### src/rtl/control_pkg.sv
`default_nettype none
// ============================================================================
//  Module      : control_pkg
//  Description : Shared opcodes, ALU-select bit indices, instruction field
//                positions and sequencer state encodings for the hardwired
//                control unit.
//  Revision    : 1.0  initial release
// ============================================================================
package control_pkg;

    // Instruction field MSB positions (fields are taken MSB-down)
    localparam int c_OPC_MSB = 31;
    localparam int c_RA_MSB  = 26;
    localparam int c_RB_MSB  = 22;
    localparam int c_RC_MSB  = 18;

    // Supported opcodes; every other code is treated as illegal
    localparam logic [4:0] c_OPC_ADD  = 5'b00000;
    localparam logic [4:0] c_OPC_SUB  = 5'b00001;
    localparam logic [4:0] c_OPC_AND  = 5'b00010;
    localparam logic [4:0] c_OPC_OR   = 5'b00011;
    localparam logic [4:0] c_OPC_SHR  = 5'b00100;
    localparam logic [4:0] c_OPC_SHRA = 5'b00101;
    localparam logic [4:0] c_OPC_SHL  = 5'b00110;
    localparam logic [4:0] c_OPC_ROR  = 5'b00111;
    localparam logic [4:0] c_OPC_ROL  = 5'b01000;
    localparam logic [4:0] c_OPC_NEG  = 5'b01001;
    localparam logic [4:0] c_OPC_NOT  = 5'b01010;
    localparam logic [4:0] c_OPC_MUL  = 5'b01100;
    localparam logic [4:0] c_OPC_DIV  = 5'b01101;

    // One-hot ALU select bit indices; bit 0 is reserved and never driven
    localparam int c_ALU_W    = 14;
    localparam int c_ALU_RSVD = 0;
    localparam int c_ALU_ADD  = 1;
    localparam int c_ALU_SUB  = 2;
    localparam int c_ALU_AND  = 3;
    localparam int c_ALU_OR   = 4;
    localparam int c_ALU_SHR  = 5;
    localparam int c_ALU_SHRA = 6;
    localparam int c_ALU_SHL  = 7;
    localparam int c_ALU_ROR  = 8;
    localparam int c_ALU_ROL  = 9;
    localparam int c_ALU_NEG  = 10;
    localparam int c_ALU_NOT  = 11;
    localparam int c_ALU_MUL  = 12;
    localparam int c_ALU_DIV  = 13;

    // Sequencer states, exported unchanged on state_dbg
    typedef enum logic [3:0] {
        ST_IDLE = 4'd0,
        ST_T0   = 4'd1,
        ST_T1   = 4'd2,
        ST_T2   = 4'd3,
        ST_T3   = 4'd4,
        ST_T4   = 4'd5,
        ST_T5   = 4'd6,
        ST_T6   = 4'd7,
        ST_HALT = 4'd15
    } state_t;

    // Map an opcode to its one-hot ALU select; unsupported codes give zero
    function automatic logic [c_ALU_W-1:0] alu_select(input logic [4:0] opc);
        logic [c_ALU_W-1:0] sel;
        sel = '0;
        case (opc)
            c_OPC_ADD:  sel[c_ALU_ADD]  = 1'b1;
            c_OPC_SUB:  sel[c_ALU_SUB]  = 1'b1;
            c_OPC_AND:  sel[c_ALU_AND]  = 1'b1;
            c_OPC_OR:   sel[c_ALU_OR]   = 1'b1;
            c_OPC_SHR:  sel[c_ALU_SHR]  = 1'b1;
            c_OPC_SHRA: sel[c_ALU_SHRA] = 1'b1;
            c_OPC_SHL:  sel[c_ALU_SHL]  = 1'b1;
            c_OPC_ROR:  sel[c_ALU_ROR]  = 1'b1;
            c_OPC_ROL:  sel[c_ALU_ROL]  = 1'b1;
            c_OPC_NEG:  sel[c_ALU_NEG]  = 1'b1;
            c_OPC_NOT:  sel[c_ALU_NOT]  = 1'b1;
            c_OPC_MUL:  sel[c_ALU_MUL]  = 1'b1;
            c_OPC_DIV:  sel[c_ALU_DIV]  = 1'b1;
            default:    sel = '0;
        endcase
        return sel;
    endfunction

endpackage
`default_nettype wire

### src/rtl/reg_sel_decoder.sv
`default_nettype none
// ============================================================================
//  Module      : reg_sel_decoder
//  Description : Register-field to one-hot decoder with enable; all outputs
//                are zero when the enable is low.
//  Revision    : 1.0  initial release
// ============================================================================
module reg_sel_decoder #(
    parameter int SEL_W    = 4,
    parameter int NUM_REGS = 16
) (
    input  logic [SEL_W-1:0]    i_sel,
    input  logic                i_en,
    output logic [NUM_REGS-1:0] o_onehot
);

    // One comparator per register so at most one bit can ever be set
    genvar k;
    generate
        for (k = 0; k < NUM_REGS; k = k + 1) begin : g_bit
            assign o_onehot[k] = i_en && (i_sel == SEL_W'(k));
        end
    endgenerate

endmodule
`default_nettype wire

### src/rtl/alu_control_sequencer.sv
`default_nettype none
// ============================================================================
//  Module      : alu_control_sequencer
//  Description : Hardwired control unit. Fetches (T0-T2), decodes IR and
//                sequences register-register ALU instructions (T3-T6),
//                driving every datapath strobe from state and IR.
//  Revision    : 1.0  initial release
// ============================================================================
module alu_control_sequencer
    import control_pkg::*;
#(
    parameter int NUM_REGS = 16,
    parameter int OPC_W    = 5,
    parameter int SEL_W    = 4
) (
    input  logic                clock,
    input  logic                clear,
    input  logic                run,
    input  logic                mem_ready,
    input  logic [31:0]         IR,
    output logic [NUM_REGS-1:0] R_in,
    output logic [NUM_REGS-1:0] R_out,
    output logic                PCout,
    output logic                PCin,
    output logic                IncPC,
    output logic                MARin,
    output logic                MDRin,
    output logic                MDRout,
    output logic                Read,
    output logic                IRin,
    output logic                Yin,
    output logic                Zin,
    output logic                Zlowout,
    output logic                Zhighout,
    output logic                HIin,
    output logic                LOin,
    output logic [13:0]         alu_op,
    output logic                done,
    output logic                illegal,
    output logic [3:0]          state_dbg
);

    state_t             r_state;
    state_t             w_next;
    logic               r_illegal;
    logic               w_set_illegal;

    logic [OPC_W-1:0]   w_opc;
    logic [SEL_W-1:0]   w_ra;
    logic [SEL_W-1:0]   w_rb;
    logic [SEL_W-1:0]   w_rc;
    logic               w_is_3op;
    logic               w_is_unary;
    logic               w_is_muldiv;
    logic               w_legal;
    logic [13:0]        w_alu_sel;

    logic               w_in_en;
    logic [SEL_W-1:0]   w_in_sel;
    logic               w_out_en;
    logic [SEL_W-1:0]   w_out_sel;
    logic               w_unused;

    assign w_opc = IR[c_OPC_MSB -: OPC_W];
    assign w_ra  = IR[c_RA_MSB  -: SEL_W];
    assign w_rb  = IR[c_RB_MSB  -: SEL_W];
    assign w_rc  = IR[c_RC_MSB  -: SEL_W];

    // Low IR bits carry no meaning for register-register instructions
    assign w_unused = ^IR[c_RC_MSB-SEL_W:0];

    assign w_is_3op    = (w_opc <= c_OPC_ROL);
    assign w_is_unary  = (w_opc == c_OPC_NEG) || (w_opc == c_OPC_NOT);
    assign w_is_muldiv = (w_opc == c_OPC_MUL) || (w_opc == c_OPC_DIV);
    assign w_legal     = w_is_3op || w_is_unary || w_is_muldiv;
    assign w_alu_sel   = alu_select(w_opc);

    assign illegal   = r_illegal;
    assign state_dbg = r_state;

    reg_sel_decoder #(.SEL_W(SEL_W), .NUM_REGS(NUM_REGS)) u_rin_dec (
        .i_sel    (w_in_sel),
        .i_en     (w_in_en),
        .o_onehot (R_in)
    );

    reg_sel_decoder #(.SEL_W(SEL_W), .NUM_REGS(NUM_REGS)) u_rout_dec (
        .i_sel    (w_out_sel),
        .i_en     (w_out_en),
        .o_onehot (R_out)
    );

    // State register and sticky illegal flag; clear forces IDLE at once
    always_ff @(posedge clock or negedge clear) begin
        if (!clear) begin
            r_state   <= ST_IDLE;
            r_illegal <= 1'b0;
        end else begin
            r_state <= w_next;
            if (w_set_illegal) begin
                r_illegal <= 1'b1;
            end
        end
    end

    // Next-state and strobe decode from the current step and IR opcode class
    always_comb begin
        w_next        = r_state;
        w_set_illegal = 1'b0;
        w_in_en       = 1'b0;
        w_in_sel      = w_ra;
        w_out_en      = 1'b0;
        w_out_sel     = w_rb;
        PCout         = 1'b0;
        PCin          = 1'b0;
        IncPC         = 1'b0;
        MARin         = 1'b0;
        MDRin         = 1'b0;
        MDRout        = 1'b0;
        Read          = 1'b0;
        IRin          = 1'b0;
        Yin           = 1'b0;
        Zin           = 1'b0;
        Zlowout       = 1'b0;
        Zhighout      = 1'b0;
        HIin          = 1'b0;
        LOin          = 1'b0;
        alu_op        = '0;
        done          = 1'b0;

        case (r_state)
            ST_IDLE: begin
                if (run) begin
                    w_next = ST_T0;
                end
            end
            ST_T0: begin
                PCout  = 1'b1;
                MARin  = 1'b1;
                IncPC  = 1'b1;
                Zin    = 1'b1;
                w_next = ST_T1;
            end
            ST_T1: begin
                // PC and MDR load only on the exit cycle so a long memory
                // wait still advances PC exactly once
                Zlowout = 1'b1;
                Read    = 1'b1;
                if (mem_ready) begin
                    PCin   = 1'b1;
                    MDRin  = 1'b1;
                    w_next = ST_T2;
                end
            end
            ST_T2: begin
                MDRout = 1'b1;
                IRin   = 1'b1;
                w_next = ST_T3;
            end
            ST_T3: begin
                if (!w_legal) begin
                    w_set_illegal = 1'b1;
                    w_next        = ST_HALT;
                end else if (w_is_muldiv) begin
                    w_out_en  = 1'b1;
                    w_out_sel = w_ra;
                    Yin       = 1'b1;
                    w_next    = ST_T4;
                end else if (w_is_unary) begin
                    w_out_en  = 1'b1;
                    w_out_sel = w_rb;
                    alu_op    = w_alu_sel;
                    Zin       = 1'b1;
                    w_next    = ST_T4;
                end else begin
                    w_out_en  = 1'b1;
                    w_out_sel = w_rb;
                    Yin       = 1'b1;
                    w_next    = ST_T4;
                end
            end
            ST_T4: begin
                if (w_is_unary) begin
                    Zlowout = 1'b1;
                    w_in_en = 1'b1;
                    done    = 1'b1;
                    w_next  = run ? ST_T0 : ST_IDLE;
                end else begin
                    w_out_en  = 1'b1;
                    w_out_sel = w_is_muldiv ? w_rb : w_rc;
                    alu_op    = w_alu_sel;
                    Zin       = 1'b1;
                    w_next    = ST_T5;
                end
            end
            ST_T5: begin
                Zlowout = 1'b1;
                if (w_is_muldiv) begin
                    LOin   = 1'b1;
                    w_next = ST_T6;
                end else begin
                    w_in_en = 1'b1;
                    done    = 1'b1;
                    w_next  = run ? ST_T0 : ST_IDLE;
                end
            end
            ST_T6: begin
                Zhighout = 1'b1;
                HIin     = 1'b1;
                done     = 1'b1;
                w_next   = run ? ST_T0 : ST_IDLE;
            end
            ST_HALT: begin
                w_next = ST_HALT;
            end
            default: begin
                w_next = ST_IDLE;
            end
        endcase
    end

endmodule
`default_nettype wire

### config.mk
export PLATFORM = sky130hd
export DESIGN_NAME = alu_control_sequencer
export DESIGN_NICKNAME = d
export VERILOG_FILES = /design/src/rtl/control_pkg.sv /design/src/rtl/reg_sel_decoder.sv /design/src/rtl/alu_control_sequencer.sv
export SDC_FILE = /design/constraint.sdc
export NUM_CORES = 1
export LEC_CHECK = 0
export CAP_MARGIN = 30
export CELL_PAD_IN_SITES_DETAIL_PLACEMENT = 0
export CELL_PAD_IN_SITES_GLOBAL_PLACEMENT = 1
export CORE_UTILIZATION = 19
export CTS_CLUSTER_DIAMETER = 30
export DETAILED_ROUTE_END_ITERATION = 16
export PLACE_DENSITY = 0.79
export REMOVE_ABC_BUFFERS = 1
export SYNTH_ARGS = -nofsm -noshare
export SYNTH_HDL_FRONTEND = slang
export SYNTH_HIERARCHICAL = 1
export SYNTH_SLANG_ARGS = --single-unit
### constraint.sdc
create_clock -name clock -period 2.9 [get_ports clock]
set_clock_uncertainty 0.1 [all_clocks]
set_input_delay 0.435 -clock clock [delete_from_list [all_inputs] [get_ports clock]]
set_output_delay 0.435 -clock clock [all_outputs]
set_load 0.05 [all_outputs]
==> key figures, run 1 <==
Run status
  • Status: completed

GRT
  • Largest net degree at the start of global routing: 22
  • Number of global-route vias before repair: 1,593
  • First-pass GRT wire length: 7710 microns
  • GR Overflow Total: 0
  • Global Route Usage Sum: 0.156
  • Initial antenna violation count: 0

Worst setup path
  • Reg-to-reg critical path endpoint: state_dbg[1]
  • Worst setup SP type: primary input
  • Max incr delay on CP: 0.39 ns
  • Kind of critical path: in -> out
  • Nature of the critical path endpoint: primary output
  • Worst path arrival time: 2.31 ns
  • Worst EP required: 2.37 ns
  • Worst r2r src: state_dbg[1]
  • Reg2Reg Depth: 6
  • Worst-path cell with the longest stage delay: a221o_2
  • R2R setup slack: 1.27 ns
  • Largest fanout on the critical path: 7
  • Crit path cell chain: dlygate4sd2_1 -> and4bb_2 -> buf_4 -> nand3_1 -> a21oi_1 -> a221o_2 -> nand2b_2 -> nor2_2 -> buf_12

Synth
  • Post-synth top area share: 0.130
  • Post-Syn Area: 1090 sq um
  • Ys Warns: 6
  • Compound-Gate Fraction of Synth Area: 0.205
  • Synth Area per Inst: 6.72 sq um
  • Synth unique cells: 48
  • Post-synthesis adder-cell area fraction: 0
  • Largest family of logic cells by synthesized area: simple AND/OR/NAND/NOR gates
  • Xor/xnor share of the synthesized area: 0.0320
  • Synthesis-stage register bit count: 5
  • Multiplexer share of the synthesized area: 0.0103
  • Post-Synthesis Cells: 163
  • Sequential area share after synthesis: 0.114
  • Simple-gate share of the synthesized area: 0.545
  • Area leader, netlist: nor2_1
  • Post-synth ARST share: 1.00
  • Synth area leaders: nor2_1 (13%), dfrtp_1 (11%), nor3_1 (5.5%)
  • Post-synth EDFFs: 0
  • Main synth FF type: dfrtp_1

Route
  • Number of remaining DRC errors: 0
  • WL per Instance: 13.5 microns
  • ANT nets after route: 0
  • Via count: 1,646
  • Vias per cell: 4.70
  • DR iter-0 viols: 76
  • Final wirelength: 4740 microns
  • DR pass1 iterations: 6

Timing
  • Max frequency: 352 MHz
  • # setup viols final: 0
  • Final critical-path required period: 2.84 ns
  • Slew Viols, Final: 0
  • Final hold violations: 0
  • RSZ-0062 raised after global routing: yes
  • Worst slew pin tran: 0.507 ns
  • Fin worst setup slack: 0.0580 ns
  • Final hold slack: 0.330 ns
  • Final worst path period share: 0.980
  • Setup_tns: 0 ns
  • Slew margin rel.: 0.658

Final layout
  • Most common cell after layout, fill and taps aside: buf_12
  • Antenna diode count: 0
  • Layout cell share with drive strength beyond 1: 0.540
  • Post-layout nets: 315
  • Reg area: 126 sq um
  • Multi-input combinational cell area: 1010 sq um
  • FILL cells: 512
  • Most frequent cells in the layout: buf_12 (50), buf_4 (48), nor2_1 (24)
  • Fin area: 2910 sq um
  • Layout area overhead: 166%

Worst hold path
  • Min-delay worst type: in -> async

Clocking
  • Cts hold-fix bufs: 0
  • Clk pin slew, worst setup/hold paths: 0.03 ns
  • Max clock buf depth: 2
  • CTS sink count: 5
  • Clock H-tree levels: 1
  • CTS tree: yes
  • Total CTS buffers: 3
  • CTS root buf: clkbuf_8
  • Worst skew pair latency: 0.22 ns

Power and ir drop
  • Switching portion of total power: 0.549
  • Logic pwr share: 0.856
  • Peak supply drop: 572 uV
  • Internal power: 0.791 mW
  • Switching Power: 0.962 mW
  • Sequential power share: 0.072
  • LEAKAGE: 1.16 nW
  • Clock power share: 0.072
  • Power Dens Cells: 602 nW/um^2

Floorplanning
  • Die Area: 6070 sq um
  • Initial Utilization: 0.198
  • Die Ht: 77.9 microns
  • Row Count: 27
  • Total core area: 5540 sq um
  • IO Count: 102
  • Chip width: 77.9 microns

Placement
  • Gpl congestion: 0.802
  • Buffers on Ports: 85
  • Worst slack, placed: -0.319 ns
  • Placed cell areas: 2700 sq um
  • DP Wirelength: 3870 microns

Flow run
  • Number of max-cap violations: 0
state kept, by name, indices dropped and copies added, names as in the netlist:
signal,cells
illegal,1
state_dbg,4
power groups by stage:
stage	registers, mW	clock network, mW	logic [mW]
after floorplan	0.293	0	0.689
after global placement	0.131	0	1.39
after detailed placement	0.132	0	1.40
after CTS	0.124	0.128	1.45
after global routing	0.130	0.140	1.59
final	0.126	0.125	1.50
what timing repair did:
action,in CTS,in global routing
pin swaps,7,2
endpoints found under the setup margin,32,25
resized for setup,32,22
endpoints found under the hold margin,0,0
setup buffers,3,2
synthesized netlist by cell type, types with 3 or more instances:
cell type,number
a21oi_1,7
nand2_1,10
nor4_1,4
dfrtp_1,5
buf_4,8
a221o_1,5
nand2b_1,8
nor3_1,12
nor2_1,38
nand3_1,9
xor2_1,3
buf_2,4
nand3b_1,6
a31oi_1,3
stage by stage:
step / power [mW] / cells / utilization
global route: 1.86 / 350 / 0.525
floorplan: 0.982 / 148 / -
detailed placement: 1.53 / 341 / 0.487
CTS: 1.71 / 348 / 0.508
finish: 1.75 / 350 / 0.525
global placement: 1.52 / 341 / 0.487
kinds of logic after synthesis:
kind of cell | count (synthesis)
AND/OR/NAND/NOR | 107
AO/OA/AOI/OAI | 28
buffers and inverters | 17
flip-flops | 5
XOR/XNOR | 4
multiplexers | 1
other | 1
how the worst max path moves through the flow:
stage / slack (ns) / start / cells past startpoint / endpoint
3_5_place_dp: -0.32 / IR[27] / 9 / R_out[13]
4_1_cts: 0.02 / IR[27] / 10 / R_out[4]
5_1_grt: -0.08 / state_dbg[1] / 9 / R_out[12]
6_report: 0.06 / IR[31] / 9 / R_out[13]
2_1_floorplan: -2.24 / state_dbg[0] / 3 / Zin
3_3_place_gp: -0.24 / IR[27] / 10 / R_out[4]
per-layer routing:
layer  up-vias  GRT usage  part of all wire
li1        811          -                 -
met4         0     0.0500            0.0093
met3         4     0.0153             0.052
met2        77      0.281              0.53
met5         -          0                 0
met1       754      0.193              0.41
cell type report:
class	instances	area share
timing repair buffer	126	0.559
multi-input combinational	141	0.349
sequential	5	0.0434
tap	72	0.0310
clock buffer	4	0.0155
inverter	2	0.00258
critical path: cells and delay by family:
kind                   cells  cell delay (ns)
AND/OR/NAND/NOR            4             0.84
buffers and inverters      3             0.57
AO/OA/AOI/OAI              2             0.46
(Power assumes the default switching activity.)
==> inputs of run 2 (changes only) <==
Settings changed: MAX_ROUTING_LAYER set to met4, PLACE_DENSITY 0.79 to 0.83.
==> run 2 against run 1 <==
  * Combinational power is 3% higher
  * Flip-flop and latch count stayed put
  * Largest cell class unchanged
  * Highest routed layer unchanged
  * Clock power hardly changed
  * Non-clock buffer count up 5
  * Hold slack improved by 0.0025 ns
  * First-iteration DRC count increased by 2.6%
  * Design area increased by 0.77%
==> key figures, run 2 (synthesized netlist as in run 1, its figures left out) <==
Run status
  • Status: completed

Worst setup path
  • Crit path launch: state_dbg[1]
  • Crit path capture: R_out[7]
  • Max incr delay on CP: 0.38 ns
  • R2R setup slack: 1.31 ns
  • Reg-to-reg critical path endpoint: state_dbg[1]
  • Crit path max-delay family: simple AND/OR/NAND/NOR gates
  • Worst EP required: 2.37 ns
  • Worst setup SP type: flip-flop
  • Crit path cell chain: and2b_2 -> nand2_4 -> o21ba_2 -> a221o_1 -> buf_6 -> nand3b_1 -> buf_4 -> nor2_2 -> buf_12
  • Reg2Reg Depth: 5
  • Largest fanout on the critical path: 4
  • WP buf/inv: 3
  • Nature of the critical path endpoint: primary output
  • Worst r2r src: state_dbg[0]
  • WP depth: 9
  • Kind of critical path: reg -> out
  • Worst path arrival time: 2.34 ns
  • Worst-path cell with the longest stage delay: dfrtp_1

GRT
  • First-pass GRT wire length: 8090 microns
  • Global Route Usage Sum: 0.168
  • GR Overflow Total: 0
  • Number of global-route vias before repair: 1,705
  • Initial antenna violation count: 0
  • Largest net degree at the start of global routing: 22

Final layout
  • Layout cell share with drive strength beyond 1: 0.534
  • Post-layout nets: 320
  • Util after Layout: 0.529
  • Number of flip-flops under the largest register name: 4
  • Most frequent cells in the layout: buf_4 (51), buf_12 (50), nor2_1 (24)
  • Most common cell after layout, fill and taps aside: buf_4
  • Non-Filler Instances: 355
  • Antenna diode count: 0
  • Layout area overhead: 168%

Timing
  • Final critical-path required period: 2.87 ns
  • Max frequency: 348 MHz
  • Final worst path period share: 0.991
  • Slew Viols, Final: 0
  • # setup viols final: 0
  • Final hold violations: 0
  • Slew margin rel.: 0.662
  • Fin worst setup slack: 0.0270 ns
  • Worst slew pin tran: 0.503 ns
  • Final hold slack: 0.333 ns
  • RSZ-0062 raised after global routing: yes

Worst hold path
  • Min-delay worst type: in -> async

Clocking
  • CTS sink count: 5
  • CTS root buf: clkbuf_8
  • Total CTS buffers: 3
  • Worst skew pair latency: 0.22 ns
  • Clock H-tree levels: 1
  • Max clock buf depth: 2
  • CTS tree: yes
  • Clk pin slew, worst setup/hold paths: 0.03 ns

Power and ir drop
  • Logic pwr share: 0.860
  • LEAKAGE: 1.17 nW
  • Clock power share: 0.070
  • Peak supply drop: 712 uV
  • Switching portion of total power: 0.548
  • Switching Power: 0.979 mW
  • Sequential power share: 0.070
  • Power Dens Cells: 609 nW/um^2
  • Total power: 1.79 mW
  • Internal power: 0.808 mW

Placement
  • Worst slack, placed: -0.263 ns
  • Gpl congestion: 0.792
  • Buffers on Ports: 85
  • Placed Cells: 344
  • DP Wirelength: 4050 microns

Floorplanning
  • Initial Utilization: 0.198
  • Die Area: 6070 sq um
  • Chip width: 77.9 microns
  • Total core area: 5540 sq um
  • IO Count: 102
  • Row Count: 27
  • Die Ht: 77.9 microns

Route
  • DR pass1 iterations: 4
  • WL per Instance: 14.3 microns
  • Vias per cell: 4.82
  • DR iter-0 viols: 78
  • Via count: 1,710
  • ANT nets after route: 0
  • Number of remaining DRC errors: 0
  • Final wirelength: 5080 microns

Flow run
  • Number of max-cap violations: 0
-- run 2: cell types whose count changed in the layout (fill, tap and decap cells not counted), sizes merged --
| cell | change |
|---|---|
| clkbuf | +2 |
| clkdlybuf4s15 | -1 |
| buf | +4 |
-- run 2: area by class of cell --
type	instances	area, sq um
Tap cell	72	90.1
Sequential cell	5	125
Fill cell	508	2610
Inverter	2	7.51
Multi-Input combinational cell	141	1000
Clock buffer	4	45.0
Timing Repair Buffer	131	1670
-- run 2: repair_timing --
| item | 4_1_cts | 5_1_grt |
|---|---|---|
| gates resized for setup | 21 | 28 |
| pin swaps | 5 | 6 |
| setup buffers | 2 | 5 |
| hold buffers | 0 | 0 |
| setup endpoints to repair | 32 | 32 |
-- run 2: metal layers --
metal  wire (microns)  GRT usage
met5                0          -
met4               88     0.0278
met1             2130      0.203
met3              251     0.0271
met2             2610      0.296
-- run 2: worst min path at each step --
stage / slack, ns / endpoint / cells past startpoint
after global routing: 0.35 / state_dbg[3] / 1
after detailed placement: 0.35 / illegal / 1
final: 0.33 / illegal / 1
after CTS: 0.34 / state_dbg[1] / 1
after global placement: 0.34 / illegal / 1
after floorplan: 0.04 / illegal / 0
-- run 2: worst register-to-register path: stages, from the launching register on --
cell,delay (ns)
dfrtp_1,0.37
buf_4,0.21
nand2b_1,0.24
a221o_1,0.34
a31oi_1,0.14
or2_1,0.13
-- run 2: per-stage QoR --
stage | instance area, sq um | TNS, ns
after floorplan | 1000 | -22.98
after global placement | 2720 | -4.04
after detailed placement | 2720 | -5.19
after CTS | 2820 | 0
after global routing | 2930 | -0.625
final | 2930 | 0
-- run 2: power by group through the flow --
stage	clock, mW	sequential, mW	combinational, mW
2_1_floorplan	0	0.293	0.689
3_3_place_gp	0	0.125	1.41
3_5_place_dp	0	0.128	1.43
4_1_cts	0.128	0.124	1.47
5_1_grt	0.134	0.128	1.62
6_report	0.125	0.125	1.54
==> inputs of run 3 (changes only) <==
Settings changed: CORE_UTILIZATION 19 to 21, PLACE_DENSITY 0.83 to 0.9.
Clock period 2.9 ns to 3.67 ns, I/O delays scaled along.
==> run 3 against run 2 <==
  * Clock power shrank 17%
  * Die area fell by 9.3%
  * Largest power group unchanged
  * Sequential share of layout area up 1.1 points
  * Combinational power fell by 37%
  * Critical path type is now in -> out
  * Register-to-register slack better by 0.74 ns
  * Largest cell class unchanged
  * Design area decreased by 20%
  * Power is 32% lower
  * Critical path depth fell by 1
==> key figures, run 3 (synthesized netlist as in run 1, its figures left out) <==
Run status
  • Status: completed

Floorplanning
  • Chip width: 74.2 microns
  • Row Count: 25
  • IO Count: 102
  • Die Area: 5510 sq um
  • Total core area: 4880 sq um
  • Initial Utilization: 0.224
  • Die Ht: 74.2 microns

Final layout
  • FILL cells: 487
  • Post-layout nets: 283
  • Most frequent cells in the layout: clkdlybuf4s50_1 (40), nor2_1 (38), buf_12 (32)
  • Reg area: 125 sq um
  • Layout area overhead: 114%
  • Non-Filler Instances: 313
  • Number of flip-flops under the largest register name: 4
  • Multi-input combinational cell area: 871 sq um
  • Util after Layout: 0.480
  • Most common cell after layout, fill and taps aside: clkdlybuf4s50_1
  • Antenna diode count: 0
  • Layout cell share with drive strength beyond 1: 0.285

Worst setup path
  • Kind of critical path: in -> out
  • Worst setup SP type: primary input
  • Reg-to-reg critical path endpoint: state_dbg[1]
  • Nature of the critical path endpoint: primary output
  • Worst path arrival time: 2.87 ns
  • Largest fanout on the critical path: 5
  • Reg2Reg Depth: 4
  • Worst EP required: 3.02 ns
  • Worst r2r src: state_dbg[1]
  • R2R setup slack: 2.05 ns

Power and ir drop
  • Internal power: 0.509 mW
  • Switching portion of total power: 0.578
  • Total power: 1.21 mW
  • Clock power share: 0.086
  • Sequential power share: 0.110
  • LEAKAGE: 0.895 nW
  • Logic pwr share: 0.804
  • Power Dens Cells: 515 nW/um^2
  • Switching Power: 0.697 mW
  • Peak supply drop: 586 uV

Timing
  • Final hold violations: 0
  • Fin worst setup slack: 0.151 ns
  • Max frequency: 284 MHz
  • Slew Viols, Final: 0
  • Slew margin rel.: 0.613
  • Final critical-path required period: 3.52 ns
  • Final worst path period share: 0.959
  • Worst slew pin tran: 0.580 ns
  • # setup viols final: 0
  • Setup_tns: 0 ns
  • RSZ-0062 raised after global routing: no

Clocking
  • Cts hold-fix bufs: 0
  • Worst skew pair latency: 0.22 ns
  • Total CTS buffers: 3
  • CTS root buf: clkbuf_8
  • Max clock buf depth: 2
  • CTS tree: yes
  • CTS sink count: 5
  • Clock H-tree levels: 1
  • Clk pin slew, worst setup/hold paths: 0.03 ns

Route
  • DR iter-0 viols: 41
  • Number of remaining DRC errors: 0
  • Final wirelength: 4110 microns
  • Vias per cell: 4.83
  • WL per Instance: 13.1 microns
  • DR pass1 iterations: 4
  • Via count: 1,513
  • ANT nets after route: 0

Placement
  • Placed Cells: 309
  • DP Wirelength: 3430 microns
  • Buffers on Ports: 85
  • Worst slack, placed: 0.125 ns
  • Gpl congestion: 0.800

Worst hold path
  • Min-delay worst type: reg -> reg
  • WHS Path Cells: 1
  • Hold EP: illegal
  • Hold Crit Start: illegal

GRT
  • GR Overflow Total: 0
  • Initial antenna violation count: 0
  • Global Route Usage Sum: 0.147
  • First-pass GRT wire length: 6180 microns
  • Largest net degree at the start of global routing: 22
  • Number of global-route vias before repair: 1,369

Flow run
  • Number of max-cap violations: 0
-- run 3: worst max-delay path by stage --
stage / from / to / slack (ns) / cells past startpoint
after global placement: IR[29] / R_out[1] / 0.16 / 8
final: IR[27] / R_out[2] / 0.15 / 8
after detailed placement: IR[29] / R_out[2] / 0.13 / 8
after floorplan: state_dbg[0] / Zin / -1.59 / 3
after global routing: IR[27] / R_out[2] / 0.01 / 8
after CTS: IR[29] / R_out[2] / 0.12 / 8
-- run 3: layout make-up --
class | instances | share of cell area
multi-input cells | 141 | 0.372
well taps | 67 | 0.0358
repair buffers | 94 | 0.517
inverters | 2 | 0.00320
flip-flops and latches | 5 | 0.0534
clock buffers | 4 | 0.0192
-- run 3: metal layers --
layer  up-vias  global-route usage  routed length [microns]
met2        52               0.264                     2080
met4         0              0.0427                       65
met1       706               0.168                     1700
li1        750                   -                        -
met3         5              0.0203                      261
met5         -                   -                        0
-- run 3: critical path, stage by stage --
cell	delay [ns]
clkdlybuf4s50_1	0.52
nor2_1	0.17
xor2_1	0.23
o31ai_2	0.12
a221o_1	0.43
or3b_4	0.45
nor2_1	0.22
buf_12	0.17
-- run 3: per-stage QoR --
step                hold WS [ns]  instance area, sq um
floorplan                  0.155                  1000
global placement           0.346                  2300
detailed placement         0.349                  2300
CTS                        0.356                  2340
global route               0.406                  2340
finish                     0.348                  2340
-- run 3: repair_timing --
| item | CTS | global route |
|---|---|---|
| buffers inserted | 0 | 0 |
| resized for setup | 0 | 1 |
| setup endpoints to repair | 0 | 4 |
-- run 3: power by group through the flow --
stage / Clock (mW) / Sequential, mW / Combinational [mW]
after global routing: 0.108 / 0.139 / 1.03
after global placement: 0 / 0.132 / 0.961
final: 0.104 / 0.133 / 0.971
after CTS: 0.105 / 0.133 / 0.974
after floorplan: 0 / 0.231 / 0.544
after detailed placement: 0 / 0.134 / 0.968
